**config.mk**
```make
export PLATFORM = sky130hd
export DESIGN_NAME = mem_arbiter
export DESIGN_NICKNAME = d
export VERILOG_FILES = /design/src/rtl/mem_arbiter_pkg.sv /design/src/rtl/mem_arbiter_rr_pick.sv /design/src/rtl/mem_arbiter.sv
export SDC_FILE = /design/constraint.sdc
export NUM_CORES = 1
export LEC_CHECK = 0
export CORE_UTILIZATION = 37
export DETAILED_ROUTE_END_ITERATION = 7
export PLACE_DENSITY = 0.76
export SETUP_SLACK_MARGIN = 0.4
export SYNTH_ARGS = -nofsm -noshare
export SYNTH_HDL_FRONTEND = slang
export SYNTH_SLANG_ARGS = --single-unit
```
**constraint.sdc**
```tcl
create_clock -name clk -period 1.5 [get_ports clk]
set_clock_uncertainty 0.05 [all_clocks]
set_input_delay 0.15 -clock clk [delete_from_list [all_inputs] [get_ports clk]]
set_output_delay 0.15 -clock clk [all_outputs]
set_load 0.05 [all_outputs]
```
**src/rtl/mem_arbiter_pkg.sv**
```systemverilog
// mem_arbiter_pkg: shared definitions for the memory-port arbiter.
//   - arb_state_e : one-hot arbiter FSM encodings (IDLE/ISSUE/WAIT/RESP)
//   - PORT_FETCH  : requester index of the instruction-fetch port
//   - PORT_DATA   : requester index of the execute/store data port
package mem_arbiter_pkg;

    typedef enum logic [3:0] {
        S_IDLE  = 4'b0001,
        S_ISSUE = 4'b0010,
        S_WAIT  = 4'b0100,
        S_RESP  = 4'b1000
    } arb_state_e;

    localparam int PORT_FETCH = 0;
    localparam int PORT_DATA  = 1;

endpackage

```
**src/rtl/mem_arbiter_rr_pick.sv**
```systemverilog
// rr_pick: 2-input round-robin select, purely combinational.
//   req_i [1:0] : per-port request
//   ptr_i       : priority pointer, names the preferred port on contention
//   gnt_o [1:0] : one-hot winner (all zero when nobody requests)
module rr_pick (
    input  logic [1:0] req_i,
    input  logic       ptr_i,
    output logic [1:0] gnt_o
);

    always_comb begin
        gnt_o = 2'b00;
        unique case (req_i)
            2'b01:   gnt_o = 2'b01;
            2'b10:   gnt_o = 2'b10;
            2'b11:   gnt_o = ptr_i ? 2'b10 : 2'b01;
            default: gnt_o = 2'b00;
        endcase
    end

endmodule

```
**src/rtl/mem_arbiter.sv**
```systemverilog
// mem_arbiter: shares one memory port between instruction fetch (port 0)
// and data access (port 1). Round-robin, one transaction in flight, with a
// watchdog that completes a hung access with an error.
//   clk, reset (async, active low)
//   I_req/I_we/I_addr*/I_wdata* : per-port request and payload
//   O_gnt   : one-cycle accept pulse (payload may drop after it)
//   O_done  : one-cycle completion pulse, O_err qualifies it (timeout)
//   O_rdata : shared read data, valid with O_done on reads
//   I_mem_ready/O_mem_execute/O_mem_*/I_mem_data_ready/I_mem_rdata :
//             memory-side command/response handshake
module mem_arbiter
    import mem_arbiter_pkg::*;
#(
    parameter int          ADDR_W  = 16,
    parameter int          DATA_W  = 16,
    parameter int unsigned TIMEOUT = 255
) (
    input  logic              clk,
    input  logic              reset,
    input  logic [1:0]        I_req,
    input  logic [1:0]        I_we,
    input  logic [ADDR_W-1:0] I_addr0,
    input  logic [ADDR_W-1:0] I_addr1,
    input  logic [DATA_W-1:0] I_wdata0,
    input  logic [DATA_W-1:0] I_wdata1,
    output logic [1:0]        O_gnt,
    output logic [1:0]        O_done,
    output logic              O_err,
    output logic [DATA_W-1:0] O_rdata,
    input  logic              I_mem_ready,
    output logic              O_mem_execute,
    output logic              O_mem_we,
    output logic [ADDR_W-1:0] O_mem_addr,
    output logic [DATA_W-1:0] O_mem_wdata,
    input  logic              I_mem_data_ready,
    input  logic [DATA_W-1:0] I_mem_rdata
);

    localparam int CNT_W = (TIMEOUT < 2) ? 1 : $clog2(TIMEOUT + 1);

    arb_state_e        state_q, state_d;
    logic              ptr_q, ptr_d;
    logic              win_q, win_d;
    logic              err_q, err_d;
    logic [CNT_W-1:0]  cnt_q, cnt_d;
    logic [DATA_W-1:0] rdata_q, rdata_d;
    logic              mem_we_q, mem_we_d;
    logic [ADDR_W-1:0] mem_addr_q, mem_addr_d;
    logic [DATA_W-1:0] mem_wdata_q, mem_wdata_d;

    logic [1:0]        pick;
    logic [1:0]        gnt_c;
    logic [CNT_W:0]    cnt_nxt;
    logic              to_hit;

    rr_pick u_pick (
        .req_i (I_req),
        .ptr_i (ptr_q),
        .gnt_o (pick)
    );

    // cnt_nxt counts WAIT cycles including the current one, so the access
    // times out after exactly TIMEOUT cycles spent in WAIT.
    assign cnt_nxt = {1'b0, cnt_q} + {{CNT_W{1'b0}}, 1'b1};
    assign to_hit  = (TIMEOUT != 0) && (cnt_nxt == (CNT_W + 1)'(TIMEOUT));

    always_comb begin
        state_d     = state_q;
        ptr_d       = ptr_q;
        win_d       = win_q;
        err_d       = err_q;
        cnt_d       = cnt_q;
        rdata_d     = rdata_q;
        mem_we_d    = mem_we_q;
        mem_addr_d  = mem_addr_q;
        mem_wdata_d = mem_wdata_q;
        gnt_c       = 2'b00;

        unique case (state_q)
            S_IDLE: begin
                if (I_mem_ready && (I_req != 2'b00)) begin
                    gnt_c   = pick;
                    win_d   = pick[PORT_DATA];
                    err_d   = 1'b0;
                    state_d = S_ISSUE;
                    if (pick[PORT_DATA]) begin
                        mem_we_d    = I_we[PORT_DATA];
                        mem_addr_d  = I_addr1;
                        mem_wdata_d = I_wdata1;
                    end else begin
                        mem_we_d    = I_we[PORT_FETCH];
                        mem_addr_d  = I_addr0;
                        mem_wdata_d = I_wdata0;
                    end
                end
            end
            S_ISSUE: begin
                cnt_d   = '0;
                state_d = S_WAIT;
            end
            S_WAIT: begin
                cnt_d = cnt_nxt[CNT_W-1:0];
                // data_ready is checked first so it beats a same-cycle timeout
                if (I_mem_data_ready) begin
                    err_d   = 1'b0;
                    state_d = S_RESP;
                    if (!mem_we_q) begin
                        rdata_d = I_mem_rdata;
                    end
                end else if (to_hit) begin
                    err_d   = 1'b1;
                    state_d = S_RESP;
                end
            end
            S_RESP: begin
                ptr_d   = ~ptr_q;
                state_d = S_IDLE;
            end
            default: state_d = S_IDLE;
        endcase
    end

    always_ff @(posedge clk or negedge reset) begin
        if (!reset) begin
            state_q     <= S_IDLE;
            ptr_q       <= 1'b0;
            win_q       <= 1'b0;
            err_q       <= 1'b0;
            cnt_q       <= '0;
            rdata_q     <= '0;
            mem_we_q    <= 1'b0;
            mem_addr_q  <= '0;
            mem_wdata_q <= '0;
        end else begin
            state_q     <= state_d;
            ptr_q       <= ptr_d;
            win_q       <= win_d;
            err_q       <= err_d;
            cnt_q       <= cnt_d;
            rdata_q     <= rdata_d;
            mem_we_q    <= mem_we_d;
            mem_addr_q  <= mem_addr_d;
            mem_wdata_q <= mem_wdata_d;
        end
    end

    // Grant is decided combinationally in IDLE; masking with reset keeps it
    // low while reset is held even if requests are present.
    assign O_gnt         = gnt_c & {2{reset}};
    assign O_mem_execute = (state_q == S_ISSUE);
    assign O_done        = (state_q == S_RESP) ? (win_q ? 2'b10 : 2'b01) : 2'b00;
    assign O_err         = (state_q == S_RESP) && err_q;
    assign O_rdata       = rdata_q;
    assign O_mem_we      = mem_we_q;
    assign O_mem_addr    = mem_addr_q;
    assign O_mem_wdata   = mem_wdata_q;

endmodule
```
==> implementation parameters <==
Parameter                              Value

Outcome
  Outcome ... finished with violations
  Failing checks ... negative setup slack

Pwr
  Post-layout total power ... approximately 9200 µW
  Net switching power ... between 3000 and 4000 µW
  Total power per unit cell area ... ~1500 mW/mm²
  Worst IR Drop VDD ... ~0.0011 V
  Leakage power total ... around 0.0028 µW
  Design internal power ... 5430 µW
  Combinational fraction of design power ... 53.4%
  Clock network fraction of design power ... 18.0%
  Sequential group share of total power ... between 20 and 30%
  Switch share ... 41.2%

GRT
  Gr ovfl total ... 0
  M1 GR Usage ... between 20 and 30%
  Met3 track demand over resource in global routing ... 5.09%
  Global routing usage on met2 ... between 40% and 50%
  Pin count of the biggest net entering global routing ... 65
  Antenna violations before repair ... 0
  GRT Util Overall ... about 23%
  Busiest layer in global routing ... met2
  Vias in the first global route ... 3045
  Global-route wire length before repair ... roughly 15 mm

Synth
  Count of distinct cell types in the synthesized netlist ... 37
  Avg Synthesized Cell Area ... around 11 µm²
  Mapped cell area ... roughly 0.003 mm²
  FF+latch count, synth ... 64
  Instance count of the mapped netlist ... around 270
  Yosys warning total ... 0
  Register area share after synthesis ... about 53%
  Number of nets in the synthesized netlist ... about 360

Die
  CORE AREA ... 0.00781 mm²
  Horizontal extent of the die ... about 93 µm
  Number of placement rows ... 32
  IO Count ... ~140
  DIE AREA ... about 0.0086 mm²
  Starting density of the core ... about two fifths
  Die boundary height ... ~93 µm

Placement
  Post-DP HPWL ... about 5.7 mm
  Placed Instance Area ... about 0.0048 mm²
  Global placer's final weighted congestion ... approximately 0.76
  # port buffers ... roughly 140

Detailed routing
  DR WL/cell ... about 17 µm
  Via count ... between 2000 and 3000
  Pre-antenna DRT Iters ... 5
  DRC errors left ... 0
  Post-Route WL ... ~10 mm
  Violation count after the first detailed-routing iteration ... 130
  Detailed-route vias per instance ... between 5 and 6
  Final ANT Viol Nets ... 0

Critical path
  Critical Path Source ... state_q[3]$_DFFE_PN0P_
  Endpoint of the worst register-to-register path ... win_q$_DFFE_PN0P_
  Worst R2R Start ... state_q[3]$_DFFE_PN0P_
  Register-to-register setup slack ... -0.37 ns
  Crit-path slowest cell ... sky130_fd_sc_hd__dfrtp_2
  Number of stages on the worst setup path ... 5
  Peak fanout along the critical path ... 5
  Setup Crit Path Kind ... reg2out
  Critical Path Sink Type ... output port
  CP peak stage delay ... 0.47 ns
  Family of cells with the greatest summed delay on the critical path ... flip-flops
  CP Buf/Inv Count ... 1
  Worst EP required ... 1.30 ns
  Worst Setup EP ... O_gnt[0]
  Nature of the critical path startpoint ... flop
  Critical Path, Cell by Cell ... nor4b_4 > o211a_4 > nand2_4 > a211oi_4 > buf_12
  Number of cells traversed by the worst register-to-register path ... 7
  Critical path data arrival time ... 1.78 ns

Timing
  Number of setup violations in the final report ... 69
  Final-layout setup total negative slack ... -19.91 ns
  Final critical-path share of the clock period ... 132%
  Setup repair after global routing missed its margin ... yes
  Relative slew margins ... between 70% and 80%
  Maximum clock frequency ... between 0.5 and 0.6 GHz
  WHS ... between 0.3 and 0.4 ns
  Max-slew violation total from the final report ... 0
  Slack of the critical path ... -0.478 ns
  Final Hold Viols ... 0
  Clock period minus final worst setup slack ... ~2 ns
  Worst Max-Slew Pin Slew ... about 0.36 ns

CTS
  Clock transition at the register clock pins on the worst setup and hold paths after CTS ... roughly 0.07 ns
  Root Buffer Master ... sky130_fd_sc_hd__clkbuf_8
  Maximum clock path buffer count ... 2
  Cts bufs inserted ... 9
  Later-pin clock latency in the skew report ... around 0.34 ns
  H-tree levels ... 3
  Clock Sinks ... 64
  Clock tree from TritonCTS ... yes

Finish
  Layout overhead on the synthesized area ... 100%
  Fin nets ... a little under 600
  Final std cell area, no fill ... 0.00606 mm²
  FILL cells ... around 480
  Share of post-route cells with drive strength above 1 ... a little under half
  Antenna diodes ... 0

Hold path
  Min-Delay Startpoint ... I_mem_rdata[14]
  Type of the most critical hold path ... in2reg

Flow run
  Max Cap Violations ... 0
-- worst min path at each step --
stage	end	cells after the start
6_report	O_rdata[14]$_DFFE_PN0P_	2
5_1_grt	O_rdata[3]$_DFFE_PN0P_	2
4_1_cts	O_rdata[14]$_DFFE_PN0P_	2
3_5_place_dp	cnt_q[0]$_DFFE_PN0N_	2
3_3_place_gp	cnt_q[0]$_DFFE_PN0N_	2
2_1_floorplan	O_mem_addr[0]$_DFFE_PN0P_	0
-- flip-flops by register name (all words and copies together) (netlist names) --
| register | flops |
|---|---|
| err_q | 1 |
| ptr_q | 1 |
| O_mem_addr | 16 |
| O_mem_we | 1 |
| win_q | 1 |
| cnt_q | 8 |
| O_mem_wdata | 16 |
| O_rdata | 16 |
| state_q | 4 |
-- per-stage QoR --
| step | std cells | setup slack [ns] | util (%) |
|---|---|---|---|
| finish | 594 | -0.478 | 77.7 |
| global placement | 528 | -0.189 | 61.4 |
| global route | 594 | -0.549 | 77.7 |
| CTS | 568 | -0.474 | 71.2 |
| floorplan | 267 | -0.481 | - |
| detailed placement | 528 | -0.226 | 61.4 |
-- area by class of cell --
class / count / area [µm²] / share of cell area, %
clock buffer: 11 / 141 / 2.33
clock inverter: 5 / 80.1 / 1.32
inverter: 4 / 17.5 / 0.289
multi-input combinational: 185 / 1640 / 27.0
sequential: 64 / 1610 / 26.5
tap: 102 / 128 / 2.10
timing repair buffer: 223 / 2450 / 40.4
-- worst reg2reg max path, cell delays in order, from the launching register on --
cell and delay [ns]:
sky130_fd_sc_hd__dfrtp_2 0.47, sky130_fd_sc_hd__nor4b_4 0.33, sky130_fd_sc_hd__o211a_4 0.22, sky130_fd_sc_hd__buf_4 0.11, sky130_fd_sc_hd__buf_6 0.09, sky130_fd_sc_hd__buf_12 0.15
sky130_fd_sc_hd__buf_16 0.14, sky130_fd_sc_hd__mux2i_1 0.22
-- cells in the final DEF (no fill, tap or decap), drive strengths merged, types with 2 or more instances in the layout --
master           n
mux2i           34
dfrtp           63
o31ai            4
nor4b            4
nor3             2
inv              4
clkinvlp         2
o21ai           11
nand2           11
ha               2
xnor2            2
nand3            3
and2             5
a21oi           35
nor2            40
clkdlybuf4s50   86
bufinv           2
xor2             2
buf            131
mux2            18
clkbuf          16
-- synth_stat cells, drive strengths merged --
| library cell | instances | share of area (%) |
|---|---|---|
| nor2b | 1 | 0.21 |
| o21bai | 1 | 0.25 |
| nor3 | 2 | 0.33 |
| or4b | 1 | 0.33 |
| buf | 13 | 2.4 |
| dfrtp | 63 | 52 |
| nand2 | 11 | 1.4 |
| ha | 2 | 0.82 |
| xnor2 | 2 | 0.58 |
| a21o | 1 | 0.25 |
| nand3b | 1 | 0.66 |
| xor2 | 2 | 0.58 |
| o21ai | 11 | 1.8 |
| clkbuf | 1 | 0.12 |
| or3 | 1 | 0.21 |
| dfstp | 1 | 0.87 |
| nand3 | 3 | 0.66 |
| nor2 | 40 | 5.0 |
| a21oi | 35 | 5.8 |
| o31ai | 4 | 0.99 |
| mux2 | 18 | 7.9 |
| a211o | 1 | 0.29 |
| a22o | 1 | 0.29 |
| and2 | 5 | 1.0 |
| o31a | 1 | 0.29 |
| a211oi | 1 | 0.41 |
| mux2i | 34 | 11 |
| nor4b | 4 | 2.4 |
| o211a | 1 | 0.33 |
| inv | 4 | 0.49 |
| or2 | 1 | 0.21 |
-- power groups by stage --
| stage | sequential [µW] | clock [µW] | combinational (µW) |
|---|---|---|---|
| finish | 2640 | 1670 | 4940 |
| global route | 2690 | 1780 | 5160 |
| CTS | 2600 | 1690 | 4330 |
| detailed placement | 2560 | 0 | 3700 |
| global placement | 2530 | 0 | 3640 |
| floorplan | 4100 | 0 | 776 |
-- cells by family after synthesis --
logic type,Yosys count,synth area share (%)
mux,52,19.1
fa+ha+maj,2,0.825
buf+inv,18,3.05
flops,64,52.8
simple gates,70,12.3
compound gates,57,10.7
xor+xnor,4,1.16
-- metal layers --
layer,up-vias,routed length [µm]
met5,-,0
met4,0,299
met3,30,608
met2,123,5380
met1,1465,4050
li1,1381,-
-- what timing repair did --
| item | 4_1_cts | 5_1_grt |
|---|---|---|
| setup buffers | 19 | 21 |
| hold endpoints to repair | 63 | 0 |
| resized for setup | 79 | 53 |
| hold buffers | 1 | 0 |
| endpoints found under the setup margin | 119 | 119 |
| gates cloned | 4 | 5 |
| pin swaps | 6 | 13 |
Power figures use the tool's default switching activity.
